## src/rtl/bit_stream_unpacker.sv

```systemverilog
// Streaming bit-field extractor: buffers up to two words and returns LSB-first
// variable-length fields, realigning the residue with a right barrel shift.
module bit_stream_unpacker #(
  parameter int unsigned WIDTH      = 8,
  parameter int unsigned WIDTH_LOG2 = $clog2(WIDTH)
) (
  input  logic                    clock,
  input  logic                    reset,
  input  logic                    flush,
  input  logic                    input_valid,
  output logic                    input_ready,
  input  logic [WIDTH-1:0]        input_data,
  input  logic [WIDTH_LOG2:0]     field_length,
  output logic                    output_valid,
  input  logic                    output_ready,
  output logic [WIDTH-1:0]        output_data,
  output logic [WIDTH_LOG2+1:0]   bit_count
);

  localparam int unsigned BUF_W = 2 * WIDTH;
  localparam int unsigned CNT_W = WIDTH_LOG2 + 2;
  localparam int unsigned LEN_W = WIDTH_LOG2 + 1;

  logic [BUF_W-1:0] buffer_q;
  logic [BUF_W-1:0] buffer_d;
  logic [BUF_W-1:0] shifted;
  logic [CNT_W-1:0] count_q;
  logic [CNT_W-1:0] count_d;
  logic [CNT_W-1:0] count_after;
  logic [CNT_W-1:0] len;
  logic [WIDTH-1:0] field_mask;
  logic             push;
  logic             pop;

  // Effective field length, clamped to one word.
  always_comb begin
    if (field_length > LEN_W'(WIDTH)) begin
      len = CNT_W'(WIDTH);
    end else begin
      len = CNT_W'(field_length);
    end
  end

  assign input_ready  = !reset && !flush && (count_q <= CNT_W'(WIDTH));
  assign output_valid = !reset && !flush && (len != '0) && (count_q >= len);
  assign push         = input_valid && input_ready;
  assign pop          = output_valid && output_ready;

  always_comb begin
    field_mask = '0;
    for (int unsigned i = 0; i < WIDTH; i++) begin
      field_mask[i] = (CNT_W'(i) < len);
    end
  end

  assign output_data = buffer_q[WIDTH-1:0] & field_mask;
  assign bit_count   = count_q;

  // Shift out the popped field first, then append the new word behind the residue.
  always_comb begin
    shifted     = buffer_q;
    count_after = count_q;
    if (pop) begin
      shifted     = buffer_q >> len;
      count_after = count_q - len;
    end
    buffer_d = shifted;
    count_d  = count_after;
    if (push) begin
      buffer_d = shifted | (BUF_W'(input_data) << count_after);
      count_d  = count_after + CNT_W'(WIDTH);
    end
  end

  always_ff @(posedge clock) begin
    if (reset || flush) begin
      buffer_q <= '0;
      count_q  <= '0;
    end else begin
      buffer_q <= buffer_d;
      count_q  <= count_d;
    end
  end

endmodule

```

## config.mk

```make
export PLATFORM = sky130hd
export DESIGN_NAME = bit_stream_unpacker
export DESIGN_NICKNAME = d
export VERILOG_FILES = /design/src/rtl/bit_stream_unpacker.sv
export SDC_FILE = /design/constraint.sdc
export NUM_CORES = 1
export LEC_CHECK = 0
export ABC_CLOCK_PERIOD_IN_PS = 3500
export BUFFER_PORTS_ARGS = -buffer_cell sky130_fd_sc_hd__buf_2
export CAP_MARGIN = 20
export CORE_MARGIN = 2
export CORE_UTILIZATION = 54
export CTS_CLUSTER_DIAMETER = 40
export CTS_CLUSTER_SIZE = 8
export DETAILED_ROUTE_END_ITERATION = 7
export GPL_TIMING_DRIVEN = 0
export PLACE_DENSITY = 0.78
export SLEW_MARGIN = 25
export SYNTH_ARGS = -nofsm -noshare
export SYNTH_HDL_FRONTEND = slang
export SYNTH_SLANG_ARGS = --single-unit
export TNS_END_PERCENT = 5
```

## constraint.sdc

```tcl
create_clock -name clock -period 3.5 [get_ports clock]
set_clock_uncertainty 0.2 [all_clocks]
set_input_delay 0.35 -clock clock [delete_from_list [all_inputs] [get_ports clock]]
set_output_delay 0.35 -clock clock [all_outputs]
set_load 0.05 [all_outputs]
```

==> impl_metrics.csv <==
group,metric,value,unit
route,drtIter0Drc,326,
global_routing,antenna_found_initial,0,
setup_path,regToRegStartpoint,"bit_count[0]",
synth,seq_area_frac_synth,0.164,
cts,cts_root_buf,"clkbuf_8",
pwr,p_leak,1.10,nW
timing,slew_viol_final,0,
synth,synth_cells,338,
global_routing,grt_pass1_vias,2639,
cts,h-tree-depth,1,
route,wl_per_cell,19.5,µm
setup_path,end_kind,"flip-flop",
floorplan,initial_core_util,0.552,
cts,cts_tree,"yes",
cts,cts_max_path_buffers,2,
global_routing,overflow,0,
route,met3_length,640,µm
cts,path_clk_slew,0.07,ns
cts,clock-sinks,21,
pwr,peakVddDrop,0.135,mV
timing,setup_viol,0,
setup_path,critPathSlowestCell,"or3_1",
timing,fin_crit_sh,0.972,
final_layout,finalNetCount,396,
setup_path,path_delay_family,"simple AND/OR/NAND/NOR gates",
synth,ys_seq_elements,21,
synth,syn_avg_cell_area,7.57,µm²
synth,synth_ff_type,"dfxtp_1",
route,viasPerCell,6.90,
route,wl,8360,µm
setup_path,required,3.45,ns
floorplan,core_area,4630,µm²
cts,cts_hold_buffers,0,
synth,syn_area,2560,µm²
hold_path,worstHoldStart,"input_data[7]",
setup_path,path_depth,12,
timing,slew_headroom,0.634,
floorplan,rows,25,
setup_path,r2r_slack,0.20,ns
setup_path,path_buf_inv,3,
final_layout,final_common_cell,"nand2_1",
route,postRouteAntennaNets,0,
route,top_layer,"met4",
synth,async_flop_share,0,
setup_path,worstRegToRegCells,10,
timing,hold_slack,0.263,ns
route,vias,2952,
placed_design,port-buffer-count,29,
timing,hold_viol_final,0,
global_routing,grt_max_degree,12,
run,drv_cap,0,
route,firstDrtPassIters,4,
setup_path,crit_path_end,"buffer_q[8]",
setup_path,arrival,3.35,ns
setup_path,r2r_end,"buffer_q[6]",
timing,finalSetupTns,0,ns
placed_design,gp_congestion,0.987,
timing,max_freq,0.294,GHz
synth,synth_cell_types,66,
hold_path,hold_class,"in2reg",
cts,clock_latency,0.26,ns
setup_path,crit_chain,"buf_2 > nor2b_4 > inv_1 > ha_1 > buf_2 > a21o_1 > a21oi_1 > or3_1 > nand2_2 > mux2_2 > mux2_2 > a221o_1",
final_layout,num_antenna_cells,0,
global_routing,grt_pass1_wl,13400,µm
synth,ys_warn_count,0,
route,drt-met1-wl,3480,µm
timing,tightest_slew,0.546,ns
cts,cts_buffers,3,
pwr,p_total,0.620,mW
setup_path,cp-startpoint,"field_length[2]",
synth,syn_nets,359,
floorplan,pin_count,32,
outcome,status,"completed",
setup_path,critPathKind,"in2reg",
pwr,p_per_area,212,nW/µm²
final_layout,postLayoutCoreUtil,0.633,
final_layout,final_layout_size_suffix_gt1_frac,0.235,
global_routing,grt.total_usage,0.323,
route,drc,0,
setup_path,critPathLaunchType,"primary input",
setup_path,max_stage_delay,0.45,ns
floorplan,chipWidth,72.8,µm
synth,synth-edff-count,0,
placed_design,hpwlAfterDp,6350,µm
final_layout,final_cell_mix,"nand2_1, buf_2, a21oi_1, nor2_1, dfxtp_1",
setup_path,worst-path-max-fanout,11,
floorplan,design.die.area,5300,µm²
route,dr_wl_met2,4060,µm
timing,grt_setup_unrepaired,"true",
final_layout,area_growth,14.5,%
floorplan,die_y,72.8,µm
timing,period_needed,3.40,ns
==> timing repair <==
item                       in CTS  in global routing
pin swaps                       3                  1
setup endpoints to repair      19                 16
gates cloned                    0                  0
resized for setup               8                 16
buffers inserted                4                  1
==> routing by layer <==
metal,vias up,global-route usage
li1,1374,-
met1,1374,0.445
met2,185,0.532
met3,19,0.0249
met4,0,0.111
met5,-,0
==> where the power goes <==
group          total, mW  switching [mW]  leakage (nW)  internal [mW]
logic              0.210           0.135         0.907         0.0756
clock network      0.158          0.0772        0.0228         0.0812
registers          0.251         0.00730         0.170          0.244
total              0.620           0.219          1.10          0.400
==> registers in the layout (all words and copies together), names as in the netlist <==
register and flops:
bit_count 5, buffer_q 16
==> worst reg2reg max path, cell delays in order (launching register included) <==
cell and delay, ns:
dfxtp_1 0.41, nor3b_4 0.32, inv_1 0.16, fa_1 0.46
xor2_2 0.47, inv_1 0.13, o2bb2ai_1 0.22, a32o_1 0.15
a221oi_1 0.05, mux4_2 0.49, o22ai_1 0.16
==> cells in the mapped netlist (2+ instances only) <==
library cell / n / area, µm²
nand2_1: 38 / 143
a21oi_1: 25 / 125
nor2_1: 22 / 82.6
dfxtp_1: 21 / 420
o21ai_0: 19 / 95.1
o211ai_1: 16 / 120
nand3_1: 14 / 70.1
inv_1: 13 / 48.8
mux2i_1: 13 / 130
nor3_1: 12 / 60.1
clkbuf_1: 11 / 41.3
mux4_2: 11 / 248
a211oi_1: 10 / 75.1
buf_2: 10 / 50.1
and2_1: 6 / 37.5
nor2b_1: 6 / 37.5
a21boi_0: 5 / 37.5
nand4_1: 5 / 31.3
o31ai_1: 5 / 37.5
a21o_1: 4 / 30.0
and3_1: 4 / 25.0
mux2_2: 4 / 45.0
a221oi_1: 3 / 26.3
ha_1: 3 / 37.5
nand2b_1: 3 / 18.8
o221ai_1: 3 / 26.3
or2_2: 3 / 18.8
a22o_1: 2 / 17.5
a2bb2oi_1: 2 / 17.5
a31oi_1: 2 / 12.5
a32oi_1: 2 / 17.5
nand2_2: 2 / 12.5
nand3b_1: 2 / 15.0
nor4_1: 2 / 12.5
o21a_1: 2 / 15.0
o21ai_1: 2 / 10.0
o22ai_1: 2 / 12.5
==> worst min path at each step <==
| stage | cells past startpoint | slack (ns) | endpoint |
|---|---|---|---|
| after floorplan | 2 | 0.25 | buffer_q[1] |
| after global placement | 2 | 0.29 | buffer_q[1] |
| after detailed placement | 2 | 0.33 | buffer_q[1] |
| after CTS | 3 | 0.25 | buffer_q[14] |
| after global routing | 3 | 0.29 | buffer_q[10] |
| final | 3 | 0.26 | buffer_q[10] |
==> cell type report <==
cell class | count | area (µm²)
inverter | 13 | 48.8
buffer | 20 | 96.3
tap | 54 | 67.6
fill | 436 | 1700
clock buffer | 4 | 45.0
timing repair buffer | 34 | 183
multi-input combinational | 282 | 2070
sequential | 21 | 420
==> stage by stage <==
| stage | instances | area, µm² | worst slack (ns) |
|---|---|---|---|
| after CTS | 428 | 2870 | 0.0253 |
| after global routing | 428 | 2930 | -0.0261 |
| final | 428 | 2930 | 0.0995 |
| after detailed placement | 421 | 2780 | -0.928 |
| after global placement | 421 | 2780 | -0.838 |
| after floorplan | 338 | 2560 | -0.0687 |
==> kinds of logic after synthesis <==
| logic type | share of synthesized area |
|---|---|
| multiplexers | 0.174 |
| adder cells (fa/ha/maj) | 0.0225 |
| flip-flops | 0.164 |
| AND/OR/NAND/NOR | 0.257 |
| AO/OA/AOI/OAI | 0.322 |
| buffers and inverters | 0.0563 |
| XOR/XNOR | 0.00343 |
No activity file was read; power rests on OpenSTA's default activity.
